<file path="config.mk">
export PLATFORM = sky130hd
export DESIGN_NAME = pc_sequencer_flat
export DESIGN_NICKNAME = d
export VERILOG_FILES = /design/src/rtl/pc_seq_pkg.sv /design/src/rtl/pc_sequencer_if.sv /design/src/rtl/pc_seq_fsm.sv /design/src/rtl/pc_sequencer.sv /design/src/flat_wrapper.sv
export SDC_FILE = /design/constraint.sdc
export NUM_CORES = 1
export LEC_CHECK = 0
export ABC_AREA = 1
export BUFFER_PORTS_ARGS = -buffer_cell sky130_fd_sc_hd__buf_2
export CAP_MARGIN = 40
export CORE_ASPECT_RATIO = 2
export CORE_MARGIN = 3
export CORE_UTILIZATION = 34
export CTS_CLUSTER_SIZE = 10
export DETAILED_ROUTE_END_ITERATION = 8
export PLACE_DENSITY = 0.55
export SLEW_MARGIN = 20
export SYNTH_ARGS = -nofsm -noshare
export SYNTH_HDL_FRONTEND = slang
export SYNTH_HIERARCHICAL = 1
export SYNTH_SLANG_ARGS = --single-unit
</file>
<file path="constraint.sdc">
create_clock -name clk -period 3.9 [get_ports clk]
set_clock_uncertainty 0.1 [all_clocks]
set_input_delay 0.585 -clock clk [delete_from_list [all_inputs] [get_ports clk]]
set_output_delay 0.585 -clock clk [all_outputs]
set_load 0.02 [all_outputs]
</file>
<file path="src/rtl/pc_seq_pkg.sv">
// Shared types and constants for the program-counter sequencer.
// Latency: n/a (declarations only).
// Backpressure: n/a (declarations only).
package pc_seq_pkg;

    // Sequencer control states
    typedef enum logic [1:0] {
        ST_BOOT = 2'd0,
        ST_RUN  = 2'd1,
        ST_HALT = 2'd2
    } state_e;

    // Sequential fetch step in bytes
    localparam int PC_INC = 4;

    // Low address bits that must be zero for a legal 4-byte target
    localparam logic [1:0] ALIGN_MASK = 2'b11;

    // Source selected by the next-PC mux
    typedef enum logic [2:0] {
        SEL_HOLD  = 3'd0,
        SEL_INC   = 3'd1,
        SEL_TRAP  = 3'd2,
        SEL_TRET  = 3'd3,
        SEL_REDIR = 3'd4
    } pc_sel_e;

    function automatic logic misaligned(input logic [1:0] lsb);
        return |(lsb & ALIGN_MASK);
    endfunction

endpackage

</file>
<file path="src/rtl/pc_sequencer_if.sv">
// Request/response bundle between next-PC logic and the PC sequencer.
// Latency: n/a (wires only).
// Backpressure: stall is the only hold mechanism; no valid/ready handshake.
interface pc_sequencer_if #(
    parameter int XLEN = 32
);
    logic            stall;
    logic            redirect;
    logic [XLEN-1:0] redirect_target;
    logic            trap;
    logic [XLEN-1:0] trap_vec;
    logic            trap_ret;
    logic            halt_req;
    logic            resume;
    logic [XLEN-1:0] pc;
    logic [XLEN-1:0] pc_plus4;
    logic            pc_valid;
    logic [XLEN-1:0] epc;
    logic            misalign;
    logic [XLEN-1:0] badaddr;
    logic            halted;

    // Core side: issues requests, consumes fetch address
    modport master (
        output stall, redirect, redirect_target, trap, trap_vec, trap_ret,
               halt_req, resume,
        input  pc, pc_plus4, pc_valid, epc, misalign, badaddr, halted
    );

    // Sequencer side
    modport slave (
        input  stall, redirect, redirect_target, trap, trap_vec, trap_ret,
               halt_req, resume,
        output pc, pc_plus4, pc_valid, epc, misalign, badaddr, halted
    );
endinterface

</file>
<file path="src/rtl/pc_seq_fsm.sv">
// BOOT/RUN/HALT control state machine for the PC sequencer.
// Latency: state and flags change one cycle after the request edge.
// Backpressure: none; halt_req beats resume while running.
module pc_seq_fsm
    import pc_seq_pkg::*;
(
    input  logic clk,
    input  logic rst,
    input  logic halt_req,
    input  logic resume,
    output logic pc_valid,
    output logic halted
);
    localparam logic [1:0] S_BOOT = ST_BOOT;
    localparam logic [1:0] S_RUN  = ST_RUN;
    localparam logic [1:0] S_HALT = ST_HALT;

    logic [1:0] state;
    logic [1:0] state_nxt;

    // Next-state selection; BOOT always lasts exactly one cycle
    always_comb begin
        state_nxt = S_BOOT;
        case (state)
            S_BOOT:  state_nxt = S_RUN;
            S_RUN:   state_nxt = halt_req ? S_HALT : S_RUN;
            S_HALT:  state_nxt = resume ? S_RUN : S_HALT;
            default: state_nxt = S_BOOT;
        endcase
    end

    // State register with registered status flags
    always_ff @(posedge clk) begin
        if (rst) begin
            state    <= S_BOOT;
            pc_valid <= 1'b0;
            halted   <= 1'b0;
        end else begin
            state    <= state_nxt;
            pc_valid <= (state_nxt == S_RUN);
            halted   <= (state_nxt == S_HALT);
        end
    end
endmodule

</file>
<file path="src/rtl/pc_sequencer.sv">
// Parametrised program counter with redirect, trap/return, halt and alignment check.
// Latency: every request lands on pc at the next rising edge; pc_plus4 is combinational.
// Backpressure: stall holds pc; trap/trap_ret/redirect override stall. Option: PC_SEQ_RETIRE_CNT_EN.
module pc_sequencer
    import pc_seq_pkg::*;
#(
    parameter int              XLEN         = 32,
    parameter logic [XLEN-1:0] RESET_VECTOR = '0,
    parameter int              CNT_W        = 32
) (
    input logic           clk,
    input logic           rst,
    pc_sequencer_if.slave bus
`ifdef PC_SEQ_RETIRE_CNT_EN
    ,
    output logic [CNT_W-1:0] retire_cnt
`endif
);
    if (!(XLEN == 32 || XLEN == 64) || CNT_W < 1 || RESET_VECTOR[1:0] != 2'b00) begin : g_bad_cfg
        $error("pc_sequencer: unsupported parameter combination");
    end

    logic [XLEN-1:0] pc_q;
    logic [XLEN-1:0] epc_q;
    logic [XLEN-1:0] badaddr_q;
    logic            misalign_q;
    logic [XLEN-1:0] pc_inc;
    logic [XLEN-1:0] tgt;
    pc_sel_e         sel;
    logic            run;
    logic            reject;

    pc_seq_fsm u_fsm (
        .clk      (clk),
        .rst      (rst),
        .halt_req (bus.halt_req),
        .resume   (bus.resume),
        .pc_valid (bus.pc_valid),
        .halted   (bus.halted)
    );

    assign run    = bus.pc_valid;
    assign pc_inc = pc_q + XLEN'(PC_INC);

    // Priority pick of the next-PC source; only RUN may move the pc
    always_comb begin
        sel = SEL_HOLD;
        tgt = pc_q;
        if (run) begin
            if (bus.trap) begin
                sel = SEL_TRAP;
                tgt = bus.trap_vec;
            end else if (bus.trap_ret) begin
                sel = SEL_TRET;
                tgt = epc_q;
            end else if (bus.redirect) begin
                sel = SEL_REDIR;
                tgt = bus.redirect_target;
            end else if (!bus.stall) begin
                sel = SEL_INC;
                tgt = pc_inc;
            end
        end
    end

    // Sequential increment is always aligned, so only jump-style targets are checked
    assign reject = (sel == SEL_TRAP || sel == SEL_TRET || sel == SEL_REDIR) &&
                    misaligned(tgt[1:0]);

    // PC / EPC / bad-address datapath
    always_ff @(posedge clk) begin
        if (rst) begin
            pc_q       <= RESET_VECTOR;
            epc_q      <= '0;
            badaddr_q  <= '0;
            misalign_q <= 1'b0;
        end else begin
            misalign_q <= reject;
            if (reject) begin
                badaddr_q <= tgt;
            end else begin
                if (sel != SEL_HOLD) pc_q <= tgt;
                if (sel == SEL_TRAP) epc_q <= pc_q;
            end
        end
    end

`ifdef PC_SEQ_RETIRE_CNT_EN
    // Count RUN cycles that fetch without stall or rejection
    always_ff @(posedge clk) begin
        if (rst) begin
            retire_cnt <= '0;
        end else if (run && !bus.stall && !reject) begin
            retire_cnt <= retire_cnt + 1'b1;
        end
    end
`endif

    assign bus.pc       = pc_q;
    assign bus.pc_plus4 = pc_inc;
    assign bus.epc      = epc_q;
    assign bus.badaddr  = badaddr_q;
    assign bus.misalign = misalign_q;
endmodule

</file>
<file path="src/flat_wrapper.sv">
// flat-port wrapper written by rule: the top's interface ports become plain ports
module pc_sequencer_flat import pc_seq_pkg::*;
#(
    parameter int              XLEN         = 32,
    parameter logic [XLEN-1:0] RESET_VECTOR = '0,
    parameter int              CNT_W        = 32
)
  (clk, rst, bus_stall, bus_redirect, bus_redirect_target, bus_trap, bus_trap_vec, bus_trap_ret, bus_halt_req, bus_resume, bus_pc, bus_pc_plus4, bus_pc_valid, bus_epc, bus_misalign, bus_badaddr, bus_halted);
  pc_sequencer_if #(.XLEN(XLEN)) bus_i ();
  input logic clk;
  input logic rst;
  input wire logic [$bits(bus_i.stall)-1:0] bus_stall;
  input wire logic [$bits(bus_i.redirect)-1:0] bus_redirect;
  input wire logic [$bits(bus_i.redirect_target)-1:0] bus_redirect_target;
  input wire logic [$bits(bus_i.trap)-1:0] bus_trap;
  input wire logic [$bits(bus_i.trap_vec)-1:0] bus_trap_vec;
  input wire logic [$bits(bus_i.trap_ret)-1:0] bus_trap_ret;
  input wire logic [$bits(bus_i.halt_req)-1:0] bus_halt_req;
  input wire logic [$bits(bus_i.resume)-1:0] bus_resume;
  output wire logic [$bits(bus_i.pc)-1:0] bus_pc;
  output wire logic [$bits(bus_i.pc_plus4)-1:0] bus_pc_plus4;
  output wire logic [$bits(bus_i.pc_valid)-1:0] bus_pc_valid;
  output wire logic [$bits(bus_i.epc)-1:0] bus_epc;
  output wire logic [$bits(bus_i.misalign)-1:0] bus_misalign;
  output wire logic [$bits(bus_i.badaddr)-1:0] bus_badaddr;
  output wire logic [$bits(bus_i.halted)-1:0] bus_halted;
  assign bus_i.stall = bus_stall;
  assign bus_i.redirect = bus_redirect;
  assign bus_i.redirect_target = bus_redirect_target;
  assign bus_i.trap = bus_trap;
  assign bus_i.trap_vec = bus_trap_vec;
  assign bus_i.trap_ret = bus_trap_ret;
  assign bus_i.halt_req = bus_halt_req;
  assign bus_i.resume = bus_resume;
  assign bus_pc = bus_i.pc;
  assign bus_pc_plus4 = bus_i.pc_plus4;
  assign bus_pc_valid = bus_i.pc_valid;
  assign bus_epc = bus_i.epc;
  assign bus_misalign = bus_i.misalign;
  assign bus_badaddr = bus_i.badaddr;
  assign bus_halted = bus_i.halted;
  pc_sequencer #(.XLEN(XLEN), .RESET_VECTOR(RESET_VECTOR), .CNT_W(CNT_W)) u_core (.clk(clk), .rst(rst), .bus(bus_i));
endmodule
</file>
==> metrics.md, run 1 <==
| Metric | Value |
|---|---|
| Status | finished clean |
| Period utilization | between 70% and 80% |
| Core area | 16900 µm² |
| Post-synthesis sequential area ratio | 34.0% |
| Synth Warn # | 6 |
| CP startpoint kind | register |
| Area growth syn-to-layout | 23.0% |
| Post-CTS Hold Buffers | 0 |
| DP HPWL | around 20000 µm |
| Yosys reg bits | approximately 100 |
| Slowest stage cell, crit path | dfxtp_1 |
| Iteration count of the initial detailed-routing pass | 5 |
| CTS Buffer Depth | 2 |
| Setup CP Type | reg -> out |
| Worst-margin pin slew | just over 0.7 ns |
| RSZ-0062 raised after global routing | no |
| Setup Fix Bufs, Post-CTS | 0 |
| Max Cap Viol | 0 |
| CP Data Arrival Time | about 2.4 ns |
| I/O Buffers | 202 |
| Wire length of the first global-routing pass | 39200 µm |
| Syn Nets | a little over 1000 |
| Peak supply drop | 0.241 mV |
| Ys async rst share | 0% |
| CTS Root Buffer Type | clkbuf_16 |
| Synth Area in Compound Gates | about a quarter |
| Post-DR wirelength/cell | roughly 20 µm |
| Nets | ~1200 |
| Synth top cells by count | 213 x nand2_1, 152 x nor2_1, 117 x a21oi_1 |
| Count leader, synth | nand2_1 |
| CP Capture Type | output port |
| Gate Count Post-Synth | 962 |
| XOR/XNOR Fraction of Synth Area | between 2 and 2.5% |
| Fmax | roughly 320 MHz |
| Row Count | between 60 and 70 |
| PwrDens | between 400 and 500 nW/µm² |
| Ports | about 200 |
| Critical path peak fanout | 6 |
| Cell area after synthesis | around 6000 µm² |
| Chip width | 99.6 µm |
| Final Util | a little over two fifths |
| Worst Hold Class | reg -> reg |
| Gr usage total | around 27% |
| Routed WL | approximately 26000 µm |
| Top-area cell type share of the netlist area | 34.0% |
| Final hold vios | 0 |
| GRT overflow | 0 |
| Gpl congestion | 0.916 |
| Clk slew on worst S/H paths | approximately 0.080 ns |
| Post-Synth Simple-Gate Area | 29.7% |
| Ratio of cells with drive above 1 in the final layout | about 22% |
| Starting Density | 35.1% |
| Area of the multi-input gates | roughly 3300 µm² |
| Post-synth top flop | dfxtp_1 |
| CP max stage delay | approximately 0.43 ns |
| CP required | around 3.2 ns |
| Post-synth top area cell | dfxtp_1 |
| Final setup TNS | 0 ns |
| Max-Slew Margin vs Limit | around 52% |
| Worst-Skew Late Latency | ~0.35 ns |
| Area contributors post-synth | dfxtp_1 34%, nand2_1 13%, a21oi_1 9.8% |
| Fraction of the mapped netlist area in adder cells | less than 1% |
| Remaining DRCs | 0 |
| Vias in the first global route | roughly 6700 |
| # fillers | about 1900 |
| Initial antenna violation count | 0 |
| Final setup fails | 0 |
| Distinct cells, synth | 38 |
| Die H | 193 µm |
| CTS tree | yes |
| Syn avg cell area | around 6.2 µm² |
| Clock H-tree levels | 3 |
| CTS Buf Count | 9 |
| Initial drt markers | roughly 390 |
| Fin crit period | ~3.1 ns |
| Sink Count | slightly above 100 |
| Post-route ant nets | 0 |
| Via count | 7013 |
| Post-CTS Resized | 0 |
| Main combinational cell family by area after synthesis | simple AND/OR/NAND/NOR gates |
| Vias per inst | 5.26 |
| Mux contribution to synthesized area | 0% |
| Sequential cell area | between 2000 and 2500 µm² |
| Pins Over Slew Limit | 0 |
| Post-synth EDFFs | 0 |
| Leak | around 3.5 nW |
| Critical path cell sequence | inv_1 > nor2_1 > nand2_1 > nor2_2 > nand3_1 > xor2_1 > buf_2 |
| Largest net degree at the start of global routing | 55 |
| Diodes inserted | 0 |
| DIE AREA | around 19000 µm² |
[where the power goes]
| group | switching (mW) | internal [mW] | leakage (nW) |
|---|---|---|---|
| clock network | 0.434 | 0.501 | 0.139 |
| logic | 0.660 | 0.294 | 2.57 |
| registers | 0.132 | 1.14 | 0.830 |
| total | 1.23 | 1.93 | 3.54 |
[stage by stage]
step           area (µm²)  std cells  hold WS, ns  setup WS, ns  total power, mW
3_3_place_gp         6980       1317        0.358         0.570             2.23
5_1_grt              7320       1334        0.385         0.664             3.31
6_report             7320       1334        0.366         0.785             3.16
2_1_floorplan        5950        962        0.407          1.45             1.86
3_5_place_dp         6980       1317        0.357         0.482             2.23
4_1_cts              7280       1332        0.369         0.779             3.17
[flip-flops by register name (all words and copies together) (netlist names)]
| register | flops |
|---|---|
| u_core/bus.pc | 32 |
| u_core/bus.badaddr | 32 |
| u_core/bus.epc | 32 |
| u_core/bus.misalign | 1 |
| u_core/u_fsm/halted | 1 |
| u_core/u_fsm/pc_valid | 1 |
| u_core/u_fsm/state | 2 |
[cell type report]
| type | count | share of cell area [%] |
|---|---|---|
| inverter | 80 | 4.14 |
| clock inverter | 6 | 0.974 |
| sequential | 101 | 27.6 |
| clock buffer | 9 | 3.08 |
| timing repair buffer | 214 | 15.4 |
| multi-input combinational | 717 | 45.3 |
| tap | 207 | 3.54 |
[critical path: cells and delay by family (launching register included)]
kind | cells | cell delay (ns)
DFF | 1 | 0.43
and+or+nand+nor | 4 | 0.92
xor gates and xnor gates | 1 | 0.31
buffers and inverters | 2 | 0.40
[routing by layer]
metal | wire (µm) | vias to the layer above | track usage [%] | part of all wire [%]
li1 | - | 3460 | - | -
met1 | 9220 | 3156 | 28.8 | 35
met2 | 13600 | 317 | 48.4 | 52
met3 | 1610 | 80 | 3.42 | 6.1
met4 | 1890 | 0 | 18.2 | 7.2
met5 | 0 | - | 0 | 0
[cell families (layout without fill, tap and decap cells)]
family | count (synthesis) | count (layout)
adders and majority gates | 1 | 1
and+or+nand+nor | 437 | 437
xor gates and xnor gates | 14 | 14
buffers and inverters | 144 | 309
DFF | 101 | 101
AOI/OAI and AO/OA | 265 | 265
[worst paths after layout]
check | from | depth (start not counted) | to | slack (ns)
setup reg to reg | u_core/u_fsm/pc_valid | 11 | u_core/bus.pc[14] | 1.06
hold / removal | u_core/bus.badaddr[0] | 2 | u_core/bus.badaddr[0] | 0.37
hold reg to reg | u_core/bus.badaddr[0] | 2 | u_core/bus.badaddr[0] | 0.37
setup / recovery | u_core/bus.pc[2] | 7 | bus_pc_plus4[19] | 0.79
[layout by cell type, fill, tap and decap left out, drive strengths merged, types with 2 or more instances in the layout]
master / n
a211oi: 11
a21oi: 118
nor3: 3
o22ai: 4
and2: 6
nand3: 49
o21a: 2
clkbuf: 9
a31oi: 4
dfxtp: 101
xor2: 13
o21ai: 114
nand2: 218
nor2: 157
a22oi: 4
nand4: 3
buf: 214
o211ai: 5
o21bai: 2
clkinvlp: 2
inv: 82
Power figures use the tool's default switching activity.
==> run 2: changes to the inputs <==
--- a/config.mk
+++ b/config.mk
@@ -13,7 +13,7 @@
 export CORE_UTILIZATION = 34
 export CTS_CLUSTER_SIZE = 10
 export DETAILED_ROUTE_END_ITERATION = 8
-export PLACE_DENSITY = 0.55
+export PLACE_DENSITY = 0.57
 export SLEW_MARGIN = 20
 export SYNTH_ARGS = -nofsm -noshare
 export SYNTH_HDL_FRONTEND = slang
==> constraint.sdc (replaced) <==
create_clock -name clk -period 2.57 [get_ports clk]
set_clock_uncertainty 0.1 [all_clocks]
set_input_delay 0.3855 -clock clk [delete_from_list [all_inputs] [get_ports clk]]
set_output_delay 0.3855 -clock clk [all_outputs]
set_load 0.02 [all_outputs]
==> metrics.md, run 2 (synthesized netlist as in run 1, its figures left out) <==
| Metric | Value |
|---|---|
| Most frequent cells in the layout | 211 x nand2_1, 202 x buf_2, 147 x nor2_1 |
| Worst reg2reg endpoint | u_core/bus.badaddr[18] |
| Diodes inserted | 0 |
| Vias per inst | 5.32 |
| Net load switching power | between 1.5 and 2 mW |
| PwrDens | 652 nW/µm² |
| Status | finished clean |
| Chip width | around 100 µm |
| R2R cell count | 12 |
| Initial antenna violation count | 0 |
| Slowest stage cell, crit path | dfxtp_1 |
| Leak | 3.70 nW |
| Reg-to-reg setup timing slack | ~0.35 ns |
| Routed WL | ~27000 µm |
| Nets | roughly 1200 |
| Pins Over Slew Limit | 0 |
| DP HPWL | ~20000 µm |
| Post-CTS Hold Buffers | 0 |
| DP Area | 7190 µm² |
| Final cell count without fillers | 1363 |
| Max-Slew Margin vs Limit | between 50% and 60% |
| Worst Hold Class | in -> reg |
| I/O Buffers | ~200 |
| Final setup TNS | 0 ns |
| DIE AREA | between 15000 and 20000 µm² |
| Reg power frac | 38.4% |
| Remaining DRCs | 0 |
| Vias in the first global route | around 6900 |
| Gr usage total | between 20% and 30% |
| Core area | 16900 µm² |
| Cell Int Power | between 3 and 4 mW |
| CTS tree | yes |
| Clock power frac | a little under a third |
| Starting Density | a little over a third |
| Largest net degree at the start of global routing | 55 |
| Ratio of cells with drive above 1 in the final layout | 25.6% |
| Iteration count of the initial detailed-routing pass | 5 |
| Final setup fails | 0 |
| Post-route ant nets | 0 |
| Commonest non-fill, non-tap cell in the layout | nand2_1 |
| CTS Buffer Depth | 2 |
| RR Startpoint | u_core/bus.pc[3] |
| CTS Root Buffer Type | clkbuf_16 |
| Clk slew on worst S/H paths | approximately 0.080 ns |
| Setup CP Type | reg -> out |
| # fillers | between 1500 and 2000 |
| Area growth syn-to-layout | 27.7% |
| GRT overflow | 0 |
| Worst path top cell family by delay | simple AND/OR/NAND/NOR gates |
| Gpl congestion | a little under 1 |
| Max Cap Viol | 0 |
| Period utilization | 97.7% |
| CP required | 2.08 ns |
| Fmax | 398 MHz |
| Worst Hold End | u_core/u_fsm/state[0] |
| Die H | ~190 µm |
| Post-route cell area | 7600 µm² |
| Peak supply drop | around 0.36 mV |
| Row Count | 67 |
| CTS Buf Count | 9 |
| Wire length of the first global-routing pass | between 30000 and 40000 µm |
| Final hold vios | 0 |
| Worst-margin pin slew | roughly 0.64 ns |
| Sw frac | 38.0% |
| Clock H-tree levels | 3 |
| Area of the multi-input gates | 3350 µm² |
| Post-DR wirelength/cell | 19.6 µm |
| RSZ-0062 raised after global routing | no |
| Critical path peak fanout | 6 |
| CP startpoint kind | register |
| Hold WS | between 0.2 and 0.25 ns |
| WP buf/inv | 1 |
| Via count | between 7000 and 8000 |
| Initial drt markers | approximately 470 |
| Hold path depth | 3 |
| CP Capture Type | output port |
| Worst-Skew Late Latency | around 0.35 ns |
| Comb power frac | a little under a third |
| Fin crit period | between 2 and 3 ns |
| Worst Min Path Start | bus_resume |
| Sequential cell area | between 2000 and 2500 µm² |
| Sink Count | slightly above 100 |
| CP Data Arrival Time | between 2 and 2.5 ns |
| Placed Cells | 1341 |
| CP max stage delay | about 0.42 ns |
| Ports | 203 |
| Critical path cell sequence | nand2_1 > nor2_2 > nand2_2 > nor2_4 > nand3_1 > xor2_2 > buf_2 |
## run 2: changes by cell type in the layout (fill, tap and decap cells not counted), moves of 3 or more
cell	delta
nor2_1	-5
dfxtp_1	-9
buf_4	+28
nor2_2	+3
dfxtp_2	+9
## run 2: power by group through the flow
stage / Sequential [mW] / Clock, mW / Combinational (mW)
after global placement: 1.94 / 0 / 1.50
after global routing: 1.92 / 1.61 / 1.65
after floorplan: 2.07 / 0 / 0.759
after CTS: 1.90 / 1.56 / 1.51
after detailed placement: 1.94 / 0 / 1.50
final: 1.90 / 1.54 / 1.51
## run 2: worst max-delay path by stage
stage / cells past startpoint / to / from
2_1_floorplan: 13 / u_core/bus.badaddr[21] / u_core/bus.pc[2]
6_report: 7 / bus_pc_plus4[19] / u_core/bus.pc[4]
3_5_place_dp: 7 / bus_pc_plus4[19] / u_core/bus.pc[2]
3_3_place_gp: 7 / bus_pc_plus4[19] / u_core/bus.pc[2]
5_1_grt: 8 / bus_pc_plus4[26] / u_core/bus.pc[3]
4_1_cts: 8 / bus_pc_plus4[21] / u_core/bus.pc[5]
## run 2: routing by layer
metal  vias up  routed length, µm  GRT usage (%)
li1       3519                  -              -
met1      3295               9160           28.2
met2       352              14100           50.4
met3        90               1580           3.20
met4         0               1920           18.5
met5         -                  0              0
## run 2: final cells by class
class | count | share of cell area (%)
multi-input cells | 717 | 44.0
repair buffers | 242 | 17.6
clock buffers | 9 | 2.96
well taps | 207 | 3.41
flip-flops and latches | 101 | 26.7
clock inverters | 7 | 1.27
inverters | 80 | 3.98
## run 2: stage by stage
stage / util (%) / worst slack [ns] / total power [mW]
after floorplan: - / 0.297 / 2.83
after global placement: 42.4 / 0.171 / 3.44
after detailed placement: 42.4 / 0.150 / 3.44
after CTS: 44.5 / 0.00846 / 4.97
after global routing: 44.9 / 0.0101 / 5.18
final: 44.9 / 0.0593 / 4.96
## run 2: what timing repair did
item | in CTS | in global routing
resized for setup | 9 | 10
buffers inserted | 0 | 6
pin swaps | 0 | 4
setup endpoints to repair | 9 | 14
gates cloned | 0 | 0
## run 2: worst reg2reg max path, stage by stage, from the launching register on
cell	delay [ns]
dfxtp_1	0.37
ha_1	0.20
nand2_1	0.08
nor2_1	0.12
nand2_2	0.16
nor2_4	0.22
xor2_1	0.25
nand2_1	0.09
nand2_1	0.13
o211ai_1	0.21
nand3_1	0.14
nand2_1	0.06
inv_1	0.04
==> run 3: changes to the inputs <==
--- a/config.mk
+++ b/config.mk
@@ -6,7 +6,7 @@
 export NUM_CORES = 1
 export LEC_CHECK = 0
 export ABC_AREA = 1
-export BUFFER_PORTS_ARGS = -buffer_cell sky130_fd_sc_hd__buf_2
+export BUFFER_PORTS_ARGS = -buffer_cell sky130_fd_sc_hd__buf_4
 export CAP_MARGIN = 40
 export CORE_ASPECT_RATIO = 2
 export CORE_MARGIN = 3
==> metrics.md, run 3 (synthesized netlist as in run 1, its figures left out) <==
| Metric | Value |
|---|---|
| Status | finished clean |
| CTS Buf Count | 9 |
| DP HPWL | 21400 µm |
| Post-CTS Hold Buffers | 0 |
| PwrDens | between 600 and 700 nW/µm² |
| CTS tree | yes |
| Setup CP Type | reg -> out |
| Vias in the first global route | roughly 7000 |
| Most frequent cells in the layout | 235 x buf_4, 211 x nand2_1, 145 x nor2_1 |
| Peak supply drop | approximately 0.37 mV |
| Nets | between 1000 and 1500 |
| Max-Slew Margin vs Limit | about three fifths |
| Pins Over Slew Limit | 0 |
| Clk slew on worst S/H paths | 0.07 ns |
| Worst Hold Class | in -> reg |
| Initial antenna violation count | 0 |
| CTS Root Buffer Type | clkbuf_16 |
| Final Util | a little under half |
| CP Capture Type | output port |
| Commonest non-fill, non-tap cell in the layout | buf_4 |
| Fin crit period | ~2.5 ns |
| Worst-Skew Late Latency | ~0.37 ns |
| Final hold vios | 0 |
| Met2 GRT Util | 53.2% |
| Core area | roughly 17000 µm² |
| Chip width | 99.6 µm |
| Final cell count without fillers | around 1400 |
| Worst-margin pin slew | ~0.61 ns |
| Die H | roughly 190 µm |
| CP required | ~2.1 ns |
| Diodes inserted | 0 |
| Final total power | around 5.1 mW |
| Ports | ~200 |
| Final setup fails | 0 |
| Fmax | between 300 and 400 MHz |
| Gpl congestion | ~0.92 |
| Gr busiest metal | met2 |
| Placed Cells | around 1300 |
| Routed WL | approximately 28000 µm |
| DIE AREA | approximately 19000 µm² |
| Period utilization | between 90 and 100% |
| CP startpoint kind | register |
| Leak | ~3.8 nW |
| GRT overflow | 0 |
| Met1 usage | 29.6% |
| Area growth syn-to-layout | 36.0% |
| Clock H-tree levels | 3 |
| Max Cap Viol | 0 |
| Largest net degree at the start of global routing | 49 |
| Post-route ant nets | 0 |
| CP Data Arrival Time | 2.02 ns |
| Gr usage total | between 20% and 30% |
| # fillers | between 1500 and 2000 |
| M3 GR Usage | ~3.6% |
| Reg-to-reg setup timing slack | approximately 0.31 ns |
| Post-DR wirelength/cell | ~21 µm |
| Iteration count of the initial detailed-routing pass | 5 |
| Row Count | between 60 and 70 |
| Sink Count | 101 |
| Critical path peak fanout | 6 |
| I/O Buffers | 202 |
| Remaining DRCs | 0 |
| Via count | about 7200 |
| Wire length of the first global-routing pass | slightly above 40000 µm |
| Initial drt markers | 465 |
| Ratio of cells with drive above 1 in the final layout | approximately a quarter |
| Vias per inst | roughly 5.3 |
| CTS Buffer Depth | 2 |
| Starting Density | about a third |
[run 3: changes by cell type in the layout (fill, tap and decap cells not counted), sizes merged]
cell | before | now
clkbuf | 9 | 10
clkinvlp | 0 | 1
clkinv | 3 | 2
bufinv | 2 | 1
buf | 242 | 237
[run 3: stage by stage]
| stage | area, µm² | TNS (ns) | hold WS, ns | worst slack [ns] |
|---|---|---|---|---|
| 2_1_floorplan | 5950 | 0 | 0.355 | 0.297 |
| 3_3_place_gp | 7680 | 0 | 0.355 | 0.104 |
| 3_5_place_dp | 7680 | 0 | 0.357 | 0.113 |
| 4_1_cts | 8030 | 0 | 0.211 | 0.00301 |
| 5_1_grt | 8090 | -0.0200 | 0.244 | -0.0148 |
| 6_report | 8090 | 0 | 0.227 | 0.0652 |
[run 3: cell type report]
class | count | area (µm²) | area share, %
clock inverters | 6 | 68.8 | 0.850
clock buffers | 10 | 239 | 2.95
multi-input cells | 717 | 3380 | 41.7
inverters | 80 | 303 | 3.74
repair buffers | 237 | 1800 | 22.3
well taps | 207 | 259 | 3.20
flip-flops and latches | 101 | 2040 | 25.2
[run 3: critical path: stages, from the launching register on]
cell	delay, ns
dfxtp_2	0.39
nand2_1	0.15
nor2_1	0.19
nand2_2	0.16
nor2_4	0.14
inv_2	0.04
nor2_1	0.16
xor2_2	0.24
buf_4	0.19
[run 3: repair_timing]
action,4_1_cts,5_1_grt
setup buffers,1,2
gates resized for setup,15,17
pin swaps,2,2
setup endpoints to repair,16,15
[run 3: final timing paths]
kind                                               to               start  depth (start not counted)
worst max-delay path                 bus_pc_plus4[21]    u_core/bus.pc[5]                          8
worst min register to register     u_core/bus.epc[18]  u_core/bus.epc[18]                          2
worst min-delay path            u_core/u_fsm/pc_valid          bus_resume                          3
worst max register to register      u_core/bus.pc[18]    u_core/bus.pc[2]                         12
[run 3: routing by layer]
layer | up-vias | share of wire (%)
li1 | 3508 | -
met1 | 3274 | 34
met2 | 317 | 53
met3 | 81 | 5.2
met4 | 0 | 7.6
met5 | - | 0
[run 3: where the power goes]
group	internal [mW]	switching [mW]	leakage (nW)	total [mW]
clock network	0.793	0.679	0.150	1.47
logic	0.626	1.05	2.78	1.68
registers	1.73	0.198	0.836	1.93
total	3.15	1.93	3.76	5.07
